## src/rtl/pipe_pkg.sv

```systemverilog
// Shared pipeline package: stage-register state
// encoding and control-bundle width constants.
package pipe_pkg;

  localparam int PIPE_DATA_W = 32;
  localparam int PIPE_CTRL_W = 32;

  typedef enum logic [1:0] {
    EMPTY = 2'd0,
    ONE   = 2'd1,
    FULL  = 2'd2
  } stage_state_e;

endpackage

```

## src/rtl/pipe_stage_reg.sv

```systemverilog
// Two-entry skid-buffer pipeline register with
// registered InReady, flush and zeroed bubbles.
module pipe_stage_reg
  import pipe_pkg::*;
#(
  parameter int DATA_W = PIPE_DATA_W,
  parameter int CTRL_W = PIPE_CTRL_W
) (
  input  logic              Clk,
  input  logic              Rst_n,
  input  logic              InValid,
  output logic              InReady,
  input  logic [DATA_W-1:0] InData,
  input  logic [CTRL_W-1:0] InCtrl,
  output logic              OutValid,
  input  logic              OutReady,
  output logic [DATA_W-1:0] OutData,
  output logic [CTRL_W-1:0] OutCtrl,
  input  logic              Flush,
  output logic [1:0]        Count
);

  stage_state_e      state, state_nx;
  logic [DATA_W-1:0] m_data, m_data_nx;
  logic [CTRL_W-1:0] m_ctrl, m_ctrl_nx;
  logic [DATA_W-1:0] s_data, s_data_nx;
  logic [CTRL_W-1:0] s_ctrl, s_ctrl_nx;
  logic              rdy;
  logic              accept;
  logic              issue;

  assign accept   = InValid & rdy;
  assign OutValid = (state != EMPTY);
  assign issue    = OutValid & OutReady;
  assign InReady  = rdy;
  assign Count    = state;
  assign OutData  = OutValid ? m_data : '0;
  assign OutCtrl  = OutValid ? m_ctrl : '0;

  // Next state and entry contents; flush wins.
  always_comb begin
    state_nx  = state;
    m_data_nx = m_data;
    m_ctrl_nx = m_ctrl;
    s_data_nx = s_data;
    s_ctrl_nx = s_ctrl;
    if (Flush) begin
      state_nx  = EMPTY;
      m_data_nx = '0;
      m_ctrl_nx = '0;
      s_data_nx = '0;
      s_ctrl_nx = '0;
    end else begin
      unique case (state)
        EMPTY: begin
          if (accept) begin
            state_nx  = ONE;
            m_data_nx = InData;
            m_ctrl_nx = InCtrl;
          end
        end
        ONE: begin
          if (accept && issue) begin
            m_data_nx = InData;
            m_ctrl_nx = InCtrl;
          end else if (accept) begin
            state_nx  = FULL;
            s_data_nx = InData;
            s_ctrl_nx = InCtrl;
          end else if (issue) begin
            state_nx  = EMPTY;
            m_data_nx = '0;
            m_ctrl_nx = '0;
          end
        end
        FULL: begin
          if (issue) begin
            state_nx  = ONE;
            m_data_nx = s_data;
            m_ctrl_nx = s_ctrl;
            s_data_nx = '0;
            s_ctrl_nx = '0;
          end
        end
        default: begin
          state_nx  = EMPTY;
          m_data_nx = '0;
          m_ctrl_nx = '0;
          s_data_nx = '0;
          s_ctrl_nx = '0;
        end
      endcase
    end
  end

  // State, entries and registered ready.
  always_ff @(posedge Clk or negedge Rst_n) begin
    if (!Rst_n) begin
      state  <= EMPTY;
      m_data <= '0;
      m_ctrl <= '0;
      s_data <= '0;
      s_ctrl <= '0;
      rdy    <= 1'b0;
    end else begin
      state  <= state_nx;
      m_data <= m_data_nx;
      m_ctrl <= m_ctrl_nx;
      s_data <= s_data_nx;
      s_ctrl <= s_ctrl_nx;
      rdy    <= (state_nx != FULL);
    end
  end

endmodule

```

## config.mk

```make
export PLATFORM = sky130hd
export DESIGN_NAME = pipe_stage_reg
export DESIGN_NICKNAME = d
export VERILOG_FILES = /design/src/rtl/pipe_pkg.sv /design/src/rtl/pipe_stage_reg.sv
export SDC_FILE = /design/constraint.sdc
export NUM_CORES = 1
export LEC_CHECK = 0
export BUFFER_PORTS_ARGS = -buffer_cell sky130_fd_sc_hd__buf_2
export CAP_MARGIN = 20
export CORE_MARGIN = 1
export CORE_UTILIZATION = 40
export DETAILED_ROUTE_END_ITERATION = 6
export PLACE_DENSITY = 0.63
export SYNTH_ARGS = -nofsm -noshare
export SYNTH_HDL_FRONTEND = slang
export SYNTH_SLANG_ARGS = --single-unit
```

## constraint.sdc

```tcl
create_clock -name Clk -period 2.2 [get_ports Clk]
set_clock_uncertainty 0.1 [all_clocks]
set_input_delay 0.44 -clock Clk [delete_from_list [all_inputs] [get_ports Clk]]
set_output_delay 0.44 -clock Clk [all_outputs]
set_load 0.1 [all_outputs]
```

Word-level counts from Yosys, hierarchy flattened

Index checks and enable logic that the tools add are counted.

Register bits: 131
Input bits: 69
Output and inout port bits: 68
Logic and storage cells: 50

Equality and inequality tests: 10
Multiplexer cells: 27
Bitwise logic cells: 2
Reduce and logical (&&, ||, !) cells: 5

Operators with widths:

| operator             | count |
|---|---|
| $mux W32             | 16 |
| $pmux W32 S3         | 4 |
| $mux W2              | 6 |
| $ne A3 B3 Y1 const B | 4 |
| $ne A4 B4 Y1 const B | 2 |
| $reduce_and A4 Y1    | 2 |
| $pmux W2 S3          | 1 |
| $ne A2 B2 Y1 const B | 2 |
| $and A1 B1 Y1        | 2 |
| $eq A2 B1 Y1 const B | 1 |
| $eq A2 B2 Y1 const B | 1 |
| $logic_not A2 Y1     | 1 |
| $reduce_bool A2 Y1   | 1 |
| $logic_and A1 B1 Y1  | 1 |

Logic depth before layout (Yosys ltp)

Gate-level depths: netlist of the first run.

Word-level depth: 8
Gate-level depth with buffers: 7
Gate-level depth less buffers: 4

Worst setup path before layout of the first run

Ideal clock, no wire load.

Path type: flip-flop to output port
From: reg state[1] (netlist: Count[1])
To: out OutCtrl[22]
Data arrival time: 3246 ps
Data required time: 1660 ps
Slack: -1586 ps
Cell stages (with the launch flop): 6
Buffers on the path: 2
Cell sequence: dfrtp_1 -> buf_4 -> nor2_2 -> inv_1 -> clkbuf_1 -> and2_1

Cells in the longest elaborated chain, start to end: 2

RTL lines:

| what                   | line                  | source |
|---|---|---|
| from (decl)            | pipe_stage_reg.sv:23  | `stage_state_e state, state_nx;` |
| from (signal assigned) | pipe_stage_reg.sv:106 | `state <= state_nx;` |
| $reduce_bool A2 Y1     | pipe_stage_reg.sv:33  | `assign OutValid = (state != EMPTY);` |
| named net OutValid     | pipe_stage_reg.sv:15  | `output logic OutValid,` |
| $mux W32               | pipe_stage_reg.sv:38  | `assign OutCtrl = OutValid ? m_ctrl : '0;` |
| to (decl)              | pipe_stage_reg.sv:18  | `output logic [CTRL_W-1:0] OutCtrl,` |

The timed path passes the listed nets, and every way through them passes these cells.

Worst setup path after layout of the first run

From: reg state[1] (netlist: Count[1])
To: out OutCtrl[4]

Cells in the longest elaborated chain, start to end: 2

RTL lines:

| what               | line |
|---|---|
| $reduce_bool A2 Y1 | pipe_stage_reg.sv:33 |
| $mux W32           | pipe_stage_reg.sv:38 |

Every way passes these cells.

==> flow_metrics.py, run 1 <==
metrics = {
    "drt": {
        "drc": 0,
        "highest_layer": "met5",
        "drtIter0Drc": 337,
        "dr_wl_met3_um": 1109,
        "wl_per_cell_um": 18.27,
        "wl_met2_um": 8997,
        "met1_length_um": 8539,
        "vias": 5646,
        "drtAntennaViolNets": 0,
        "first_pass_iters": 5,
        "via_per_inst": 5.498,
        "routed_wl_um": 18770,
    },
    "power_and_ir_drop": {
        "power_leakage_nw": 4.213,
        "ir_drop_v": 0.0005535,
        "power.density_nw_per_um2": 726.2,
        "switchingPower_mw": 2.131,
        "p_total_mw": 7.250,
        "combPwrFrac_pct": 23.4,
        "p_sw_share_pct": 29.39,
        "clkPwrFrac_pct": 40.1,
        "internal-power_mw": 5.119,
        "p_seq_share_pct": 36.5,
    },
    "sta": {
        "rsz0062_at_grt": "true",
        "hold_viol_final": 0,
        "fmax_ghz": 0.4575,
        "final_max_slew_viol_count": 0,
        "hold_ws_ns": 0.1773,
        "worst_slew_pin_slew_ns": 0.5814,
        "setup_slack_ns": 0.01420,
        "max-slew-margin-rel_pct": 61.24,
        "layout_min_cycle_time_ns": 2.186,
        "finalCritPeriodShare_pct": 99.35,
        "setup_viol": 0,
    },
    "cells_and_area": {
        "final_util_pct": 57.52,
        "n_fill_cell": 1401,
        "multi_input_area_um2": 3730,
        "seqCellArea_um2": 3284,
        "area_growth_pct": 39.54,
        "fin_nets": 858,
        "drive_gt1_share_pct": 37.20,
        "stdcell_area_um2": 9983,
    },
    "clock_network": {
        "cts_made_buffers": 17,
        "clock-sinks": 131,
        "clock_path_buffers": 2,
        "cts_tree": "yes",
        "clk_pin_slew_ns": 0.06,
        "root_buffer": "clkbuf_16",
        "cts_htree_levels": 4,
        "insertion_delay_ns": 0.42,
    },
    "worst_setup_path": {
        "cp_common_cell": "buf_12",
        "cp_slowest_cell": "dfrtp_4",
        "worstPathRequired_ns": 1.66,
        "cp.arrival_ns": 1.65,
        "worstSetupEndpointType": "primary output",
        "crit_buf_inv": 3,
        "critPathMaxFanout": 28,
        "cp_slowest_stage_delay_ns": 0.49,
        "crit_family": "flip-flops",
        "worstSetupPathType": "register to primary output",
        "crit_path_start_kind": "register",
        "reg2reg_setup_slack_ns": 0.15,
        "crit_chain": "nor2_4 -> inv_6 -> buf_12 -> and2_4 -> buf_12",
    },
    "run": {
        "cap_viol_max_count": 0,
    },
    "floorplanning": {
        "io_pins": 137,
        "die_h_um": 135.7,
        "die_w_um": 135.7,
        "core-area_um2": 17360,
        "start_util_pct": 41.22,
        "fp-row-count": 48,
        "die_area_um2": 18430,
    },
    "global_route": {
        "track_usage_pct": 21.60,
        "overflow": 0,
        "grt_antenna_before_repair": 3,
        "grt_pass1_vias": 5720,
        "grt_max_degree": 87,
        "grt_pass1_wl_um": 30370,
    },
    "placed_design": {
        "post-place-ws_ns": 0.1108,
        "place_area_um2": 9294,
        "hpwl_um": 11930,
        "portBuffers": 136,
        "gp_congestion": 0.7833,
    },
    "synthesis": {
        "synth.distinct_cells": 34,
        "synth-seq-cells": 131,
        "synth-seq-area-share_pct": 45.82,
        "synth_warnings": 0,
        "synth_nets": 741,
        "syn_area_um2": 7154,
        "syn_area_per_cell_um2": 10.65,
        "syn_inst": 672,
    },
    "status": {
        "outcome": "finished clean",
    },
    "hold_path": {
        "min_path_type": "primary input to register",
    },
}
==> final cells by class <==
class | instances | area share, %
diodes | 1 | 0.02507
clock buffers | 21 | 4.813
multi-input cells | 471 | 37.36
well taps | 225 | 2.820
clock inverters | 10 | 1.303
inverters | 2 | 0.1253
repair buffers | 166 | 20.65
flip-flops and latches | 131 | 32.90
==> registers in the layout, indices dropped and copies added, names as in the netlist <==
signal   flops
m_ctrl      32
Count        2
m_data      32
s_ctrl      32
s_data      32
InReady      1
==> power groups by stage <==
| stage | Combinational (mW) | Sequential [mW] | Clock (mW) |
|---|---|---|---|
| after floorplan | 1.07 | 2.67 | 0 |
| after global placement | 1.65 | 2.68 | 0 |
| after detailed placement | 1.68 | 2.68 | 0 |
| after CTS | 1.71 | 2.64 | 2.96 |
| after global routing | 1.80 | 2.66 | 3.08 |
| final | 1.70 | 2.64 | 2.91 |
==> synth_stat cells, drive strengths merged <==
cell / number / area [um^2]
nor2b: 1 / 6.260
o21ai: 66 / 330.3
o21bai: 1 / 7.510
o22a: 1 / 8.760
mux2i: 64 / 640.6
a22o: 39 / 341.6
o2bb2ai: 64 / 560.5
and2: 65 / 406.6
nor3b: 1 / 7.510
nor3: 1 / 10.01
inv: 2 / 7.510
or2: 1 / 6.260
and4b: 1 / 10.01
a2bb2oi: 1 / 15.01
nand2b: 65 / 406.6
buf: 40 / 232.7
a21oi: 1 / 5.000
and3b: 2 / 17.52
nor2: 5 / 37.54
dfrtp: 131 / 3278
xnor2: 1 / 16.27
nand3: 64 / 320.3
nand2: 1 / 3.750
o32ai: 1 / 16.27
mux2: 25 / 356.6
clkbuf: 28 / 105.1
==> final timing paths <==
| path | start | cells past startpoint | endpoint |
|---|---|---|---|
| max | Count[1]$_DFF_PN0_ | 5 | OutCtrl[4] |
| max in group asynchronous | Rst_n | 3 | m_ctrl[17]$_DFFE_PN0P_ |
| min | InCtrl[28] | 3 | s_ctrl[28]$_DFFE_PN0P_ |
| max reg2reg | Count[0]$_DFF_PN0_ | 4 | m_ctrl[7]$_DFFE_PN0P_ |
| min reg2reg | m_ctrl[17]$_DFFE_PN0P_ | 1 | m_ctrl[17]$_DFFE_PN0P_ |
| min in group asynchronous | Rst_n | 2 | m_ctrl[4]$_DFFE_PN0P_ |
==> worst reg2reg max path, cell delays in order (launching register included) <==
cell and delay (ns):
dfrtp_2 0.43, buf_4 0.36, or2_2 0.57, o2bb2ai_1 0.18
mux2_4 0.29
==> cells in the final DEF, fill, tap and decap left out, drive strengths merged, types with 2 or more instances in the layout <==
| master | synthesis | final |
|---|---|---|
| dfrtp | 131 | 131 |
| bufinv | 0 | 3 |
| mux2 | 25 | 25 |
| mux2i | 64 | 64 |
| clkinv | 0 | 5 |
| a22o | 39 | 39 |
| nand2b | 65 | 65 |
| nor2 | 5 | 5 |
| o21ai | 66 | 66 |
| buf | 40 | 165 |
| nand3 | 64 | 64 |
| o2bb2ai | 64 | 64 |
| clkbuf | 28 | 21 |
| inv | 2 | 2 |
| and3b | 2 | 2 |
| and2 | 65 | 65 |
| clkinvlp | 0 | 2 |
==> routing by layer <==
metal | vias up | global-route usage (%)
met3 | 10 | 6.285
met2 | 162 | 34.98
met4 | 2 | 5.556
li1 | 2658 | -
met1 | 2814 | 28.15
met5 | - | 0
==> cells by family after synthesis <==
logic type,synth area share (%)
buffers and inverters,4.827
flip-flops,45.82
AO/OA/AOI/OAI,17.96
AND/OR/NAND/NOR,17.23
XOR/XNOR,0.2274
multiplexers,13.94
==> timing repair <==
action                                  in CTS  in global routing
hold buffers                                 1                  0
endpoints found under the setup margin      65                 51
pin swaps                                    1                  2
gates resized for setup                      7                  3
setup buffers                                5                  1
endpoints found under the hold margin       43                  0
==> stage by stage <==
step                      setup TNS, ns  std cells
after floorplan                       0        672
final                                 0       1027
after detailed placement              0        988
after global placement                0        988
after global routing             -1.441       1027
after CTS                             0       1025
No activity file was read; power rests on OpenSTA's default activity.
==> run 2: changes to the inputs <==
--- a/config.mk
+++ b/config.mk
@@ -8,9 +8,9 @@
 export BUFFER_PORTS_ARGS = -buffer_cell sky130_fd_sc_hd__buf_2
 export CAP_MARGIN = 20
 export CORE_MARGIN = 1
-export CORE_UTILIZATION = 40
+export CORE_UTILIZATION = 50
 export DETAILED_ROUTE_END_ITERATION = 6
-export PLACE_DENSITY = 0.63
+export PLACE_DENSITY = 0.75
 export SYNTH_ARGS = -nofsm -noshare
 export SYNTH_HDL_FRONTEND = slang
 export SYNTH_SLANG_ARGS = --single-unit
==> run 2 against run 1 <==
  * The flow now finishes with violations (negative setup slack)
  * Worst setup slack worse by 0.020 ns
  * First-iteration DRC count increased by 34%
  * Wire length rose by 3.8%
  * Worst hold slack got worse by 0.0080 ns
==> flow_metrics.py, run 2 (synthesis results as in run 1) <==
metrics = {
    "sta": {
        "fmax_ghz": 0.4534,
        "layout_min_cycle_time_ns": 2.206,
        "final_max_slew_viol_count": 0,
        "hold_viol_final": 0,
        "max-slew-margin-rel_pct": 59.46,
        "rsz0062_at_grt": "true",
        "worst_slew_pin_slew_ns": 0.6081,
        "setup_viol": 10,
        "finalCritPeriodShare_pct": 100.3,
        "setup_slack_ns": -0.005766,
    },
    "floorplanning": {
        "die_w_um": 121.6,
        "core-area_um2": 13930,
        "io_pins": 137,
        "die_h_um": 121.6,
        "fp-row-count": 43,
        "die_area_um2": 14790,
        "start_util_pct": 51.34,
    },
    "worst_setup_path": {
        "reg2reg_setup_slack_ns": 0.12,
        "setup.worst_path.start": "Count[1]$_DFF_PN0_",
        "crit_path_start_kind": "register",
        "cp_slowest_cell": "dfrtp_4",
        "cp_slowest_stage_delay_ns": 0.50,
        "worstSetupEndpointType": "primary output",
        "worstSetupPathType": "register to primary output",
        "worstPathRequired_ns": 1.66,
        "crit_chain": "nor2_4 -> inv_4 -> clkbuf_16 -> and2_4 -> buf_12",
        "critPathMaxFanout": 19,
        "reg2reg_depth": 6,
        "r2r_start": "Count[1]$_DFF_PN0_",
        "endpoint": "OutData[21]",
        "cp.arrival_ns": 1.67,
        "r2r_end": "s_ctrl[9]$_DFFE_PN0P_",
    },
    "drt": {
        "vias": 5968,
        "via_per_inst": 6.053,
        "first_pass_iters": 5,
        "routed_wl_um": 19490,
        "wl_per_cell_um": 19.76,
        "drtAntennaViolNets": 0,
        "drtIter0Drc": 451,
        "drc": 0,
    },
    "clock_network": {
        "clock-sinks": 131,
        "cts_tree": "yes",
        "insertion_delay_ns": 0.43,
        "clk_pin_slew_ns": 0.06,
        "cts_made_buffers": 17,
        "clock_path_buffers": 2,
        "root_buffer": "clkbuf_16",
        "cts_htree_levels": 4,
    },
    "global_route": {
        "grt_pass1_vias": 6128,
        "track_usage_pct": 27.64,
        "grt_pass1_wl_um": 31190,
        "grt_max_degree": 53,
        "overflow": 0,
        "grt_antenna_before_repair": 1,
    },
    "cells_and_area": {
        "layoutNonFillerInstCount": 986,
        "stdcell_area_um2": 9986,
        "final_common_cell": "dfrtp_1",
        "area_growth_pct": 39.58,
        "final_util_pct": 71.66,
        "drive_gt1_share_pct": 37.31,
        "fin_nets": 860,
        "layout_common_cells": "dfrtp_1 (128), buf_12 (76), buf_2 (68)",
    },
    "status": {
        "violations": "negative setup slack",
        "outcome": "complete, but fails checks",
    },
    "hold_path": {
        "hold_path_startpoint": "InCtrl[24]",
        "min_path_type": "primary input to register",
    },
    "placed_design": {
        "dp.cells": 945,
        "hpwl_um": 12490,
        "gp_congestion": 0.8270,
        "post-place-ws_ns": 0.1051,
        "place_area_um2": 9215,
        "portBuffers": 136,
    },
    "run": {
        "cap_viol_max_count": 0,
    },
    "power_and_ir_drop": {
        "internal-power_mw": 5.331,
        "power.density_nw_per_um2": 750.9,
        "clkPwrFrac_pct": 41.6,
        "p_seq_share_pct": 35.3,
        "switchingPower_mw": 2.167,
        "p_sw_share_pct": 28.90,
        "ir_drop_v": 0.0004232,
        "combPwrFrac_pct": 23.0,
        "power_leakage_nw": 4.255,
        "p_total_mw": 7.498,
    },
}
run 2: changes by cell type in the layout (fill, tap and decap cells not counted), moves of 2 or more:
cell | before | now
and2_2 | 0 | 2
clkbuf_16 | 17 | 19
and2_4 | 65 | 63
buf_4 | 17 | 20
buf_12 | 78 | 76
clkinvlp_4 | 2 | 0
bufinv_16 | 3 | 5
run 2: how the worst min path moves through the flow:
| stage | cells past startpoint | slack (ns) | endpoint |
|---|---|---|---|
| finish | 3 | 0.17 | s_ctrl[24]$_DFFE_PN0P_ |
| global route | 3 | 0.19 | s_data[26]$_DFFE_PN0P_ |
| CTS | 3 | 0.17 | s_data[30]$_DFFE_PN0P_ |
| detailed placement | 1 | 0.31 | m_ctrl[9]$_DFFE_PN0P_ |
| global placement | 1 | 0.30 | m_ctrl[9]$_DFFE_PN0P_ |
| floorplan | 0 | 0.04 | Count[0]$_DFF_PN0_ |
run 2: routing by layer:
layer | up-vias | wire [um] | global-route usage [%]
met2 | 244 | 9792 | 46.09
met5 | - | 0 | 0
met1 | 3018 | 7923 | 35.00
met3 | 33 | 1425 | 6.133
met4 | 0 | 344 | 10.65
li1 | 2673 | - | -
run 2: final cells by class:
class / count / area [um^2]
fillers: 939 / 3949
multi-input cells: 471 / 3727
clock buffers: 21 / 470.5
inverters: 2 / 10.01
flip-flops and latches: 131 / 3284
well taps: 180 / 225.2
clock inverters: 11 / 180.2
repair buffers: 168 / 2083
diodes: 2 / 5.005
run 2: timing repair:
action / CTS / global route
setup endpoints to repair: 65 / 63
resized for setup: 8 / 1
setup buffers: 3 / 1
cloned: 0 / 2
pin swaps: 6 / 1
hold buffers: 1 / 0
endpoints found under the hold margin: 46 / 0
run 2: stage by stage:
stage | setup TNS (ns) | hold slack [ns]
final | -0.03054 | 0.1693
after global routing | -1.162 | 0.1882
after CTS | -0.04827 | 0.1687
after detailed placement | 0 | 0.3104
after global placement | 0 | 0.3033
after floorplan | 0 | 0.04441
run 2: worst max-delay path: cells and delay by family, from the launching register on:
family	cells	cell delay, ns
flops	1	0.50
buf+inv	3	0.43
simple gates	2	0.31
run 2: power groups by stage:
stage	Clock (mW)	Sequential [mW]	Combinational [mW]
floorplan	0	2.67	1.07
global placement	0	2.68	1.62
detailed placement	0	2.69	1.67
CTS	3.14	2.65	1.69
global route	3.23	2.67	1.82
finish	3.12	2.65	1.72
==> run 3: changes to the inputs <==
--- a/config.mk
+++ b/config.mk
@@ -5,12 +5,13 @@
 export SDC_FILE = /design/constraint.sdc
 export NUM_CORES = 1
 export LEC_CHECK = 0
+export ABC_AREA = 1
 export BUFFER_PORTS_ARGS = -buffer_cell sky130_fd_sc_hd__buf_2
 export CAP_MARGIN = 20
 export CORE_MARGIN = 1
 export CORE_UTILIZATION = 50
 export DETAILED_ROUTE_END_ITERATION = 6
-export PLACE_DENSITY = 0.75
+export PLACE_DENSITY = 0.74
 export SYNTH_ARGS = -nofsm -noshare
 export SYNTH_HDL_FRONTEND = slang
 export SYNTH_SLANG_ARGS = --single-unit
==> run 3 against run 2 <==
  * The run still ends with negative setup slack left
  * Wire length is 25% higher
  * Sequential share of layout area is 2.7 points lower
  * Clock power is 16% lower
  * Fmax is 2.1% lower
  * Count of clock-buffer cells in the layout is 4 higher
  * Combinational power is 17% higher
  * Final area is 8.9% higher
  * First-iteration DRC count is 110% higher
  * Worst setup slack worse by 0.047 ns
  * Die area is 10% higher
  * Area after synthesis is 10% higher
  * Highest routed layer unchanged
==> flow_metrics.py, run 3 <==
metrics = {
    "status": {
        "outcome": "complete, but fails checks",
        "violations": "negative setup slack",
    },
    "floorplanning": {
        "core-area_um2": 15310,
        "die_h_um": 127.5,
        "die_area_um2": 16260,
        "fp-row-count": 45,
        "io_pins": 137,
        "start_util_pct": 51.45,
        "die_w_um": 127.5,
    },
    "cells_and_area": {
        "layout_common_cells": "nand2_1 (456), inv_1 (177), dfrtp_1 (129)",
        "diodes": 0,
        "final_common_cell": "nand2_1",
        "drive_gt1_share_pct": 22.03,
        "fin_nets": 1406,
        "final_util_pct": 71.00,
        "area_growth_pct": 38.02,
    },
    "drt": {
        "drc": 0,
        "vias": 8334,
        "drtIter0Drc": 950,
        "routed_wl_um": 24280,
        "wl_per_cell_um": 15.57,
        "first_pass_iters": 6,
        "drtAntennaViolNets": 0,
        "via_per_inst": 5.346,
    },
    "clock_network": {
        "insertion_delay_ns": 0.42,
        "cts_tree": "yes",
        "clk_pin_slew_ns": 0.05,
        "clock_path_buffers": 2,
        "cts_htree_levels": 4,
        "root_buffer": "clkbuf_16",
        "clock-sinks": 131,
        "cts_made_buffers": 17,
    },
    "global_route": {
        "track_usage_pct": 30.90,
        "grt_antenna_before_repair": 0,
        "grt_pass1_vias": 8071,
        "grt_pass1_wl_um": 39610,
        "overflow": 0,
        "grt_max_degree": 45,
    },
    "power_and_ir_drop": {
        "power.density_nw_per_um2": 673.3,
        "ir_drop_v": 0.0005964,
        "p_total_mw": 7.321,
        "power_leakage_nw": 5.614,
    },
    "worst_setup_path": {
        "crit_chain": "nor2_4 -> buf_6 -> nor2_4 -> buf_2",
        "cp_slowest_cell": "dfrtp_4",
        "worstSetupEndpointType": "primary output",
        "worstPathRequired_ns": 1.66,
        "crit_path_start_kind": "register",
        "cp_slowest_stage_delay_ns": 0.48,
        "cp_common_cell": "nor2_4",
        "cp.arrival_ns": 1.71,
        "worstSetupPathType": "register to primary output",
        "critPathMaxFanout": 15,
    },
    "synthesis": {
        "syn_area_per_cell_um2": 6.485,
        "synth-adder-area-share_pct": 0,
        "synth_area_leaders": "dfrtp_1 (42%), nand2_1 (22%), inv_1 (8.5%)",
        "synth_nets": 1284,
        "synthMostInstantiatedCell": "nand2_1",
        "synth_ff_type": "dfrtp_1",
        "synth_mux_area_share_pct": 0,
        "synth_area_leader_cell": "dfrtp_1",
        "synth_warnings": 0,
        "synthArstFlopShare_pct": 100.0,
        "synth.distinct_cells": 22,
        "synth_top_family_by_area": "simple AND/OR/NAND/NOR gates",
        "yosys.area_share.simple_pct": 40.92,
        "synth-seq-area-share_pct": 41.61,
        "synth-edff-count": 0,
        "synth_xor_area_share_pct": 0,
        "synth_common_cells": "nand2_1 (457), inv_1 (178), dfrtp_1 (131), nand3_1 (103), nor2_1 (91)",
        "yosysTopAreaCellShare_pct": 41.61,
        "syn_area_um2": 7879,
        "synth_compound_area_share_pct": 3.256,
        "synth-seq-cells": 131,
        "syn_inst": 1215,
    },
    "sta": {
        "hold_ws_ns": 0.2409,
        "setup_viol": 47,
        "final_max_slew_viol_count": 0,
        "fmax_ghz": 0.4439,
        "max-slew-margin-rel_pct": 22.69,
        "rsz0062_at_grt": "true",
        "worst_slew_pin_slew_ns": 1.158,
        "layout_min_cycle_time_ns": 2.253,
        "hold_viol_final": 0,
        "setup_slack_ns": -0.05283,
        "finalCritPeriodShare_pct": 102.4,
    },
    "placed_design": {
        "gp_congestion": 0.8365,
        "portBuffers": 136,
        "hpwl_um": 13930,
    },
    "hold_path": {
        "min_path_type": "primary input to register",
    },
    "run": {
        "cap_viol_max_count": 0,
    },
}
-- run 3: area by class of cell --
type	instances	area [um^2]
inverters	182	690.7
well taps	211	264.0
repair buffers	189	2097
flip-flops and latches	131	3286
clock inverters	5	25.02
multi-input cells	816	3996
fillers	1238	4441
clock buffers	25	515.5
-- run 3: power breakdown --
part / switching [mW] / leakage (nW) / internal [mW] / total, mW
clock: 1.02 / 0.275 / 1.60 / 2.61
combinational: 1.39 / 3.58 / 0.630 / 2.02
sequential: 0.101 / 1.76 / 2.59 / 2.69
-- run 3: cells by family after synthesis --
kind of cell	count (synthesis)
AND/OR/NAND/NOR	765
buffers and inverters	269
flip-flops	131
AO/OA/AOI/OAI	50
-- run 3: final timing paths --
kind | depth (start not counted) | slack (ns) | to | start
setup / recovery | 4 | -0.05 | OutCtrl[11] | Count[1]$_DFF_PN0_
hold / removal | 5 | 0.24 | m_ctrl[2]$_DFFE_PN0P_ | InCtrl[2]
setup reg to reg | 7 | 0.06 | m_ctrl[26]$_DFFE_PN0P_ | Count[0]$_DFF_PN0_
hold reg to reg | 2 | 0.37 | s_ctrl[3]$_DFFE_PN0P_ | s_ctrl[3]$_DFFE_PN0P_
max in group asynchronous | 3 | 0.95 | m_data[9]$_DFFE_PN0P_ | Rst_n
min in group asynchronous | 2 | 0.42 | m_data[6]$_DFFE_PN0P_ | Rst_n
-- run 3: what timing repair did --
action | 4_1_cts | 5_1_grt
hold buffers | 1 | 0
pin swaps | 4 | 5
buffers inserted | 6 | 5
resized for setup | 189 | 23
setup endpoints to repair | 65 | 93
gates cloned | 3 | 1
hold endpoints to repair | 39 | 0
-- run 3: metal layers --
layer	wire length [um]	vias to the layer above	track usage (%)
met2	11850	417	50.59
met5	0	-	0
met3	1766	45	5.235
li1	-	3964	-
met4	543	0	14.29
met1	10110	3908	40.09
-- run 3: worst max-delay path: cells and delay by family, from the launching register on --
family        cells  cell delay, ns
buf+inv           2            0.57
flops             1            0.48
simple gates      2            0.23
-- run 3: per-stage QoR --
step           instances  instance area, um^2  setup TNS, ns  worst slack, ns
2_1_floorplan       1215                 8492         -5.863          -0.1183
3_3_place_gp        1515                 9387              0          0.06277
3_5_place_dp        1515                 9387      -0.004359        -0.003901
4_1_cts             1555                10790         -2.292          -0.1031
5_1_grt             1559                10870         -3.579          -0.1024
6_report            1559                10870         -1.447         -0.05283
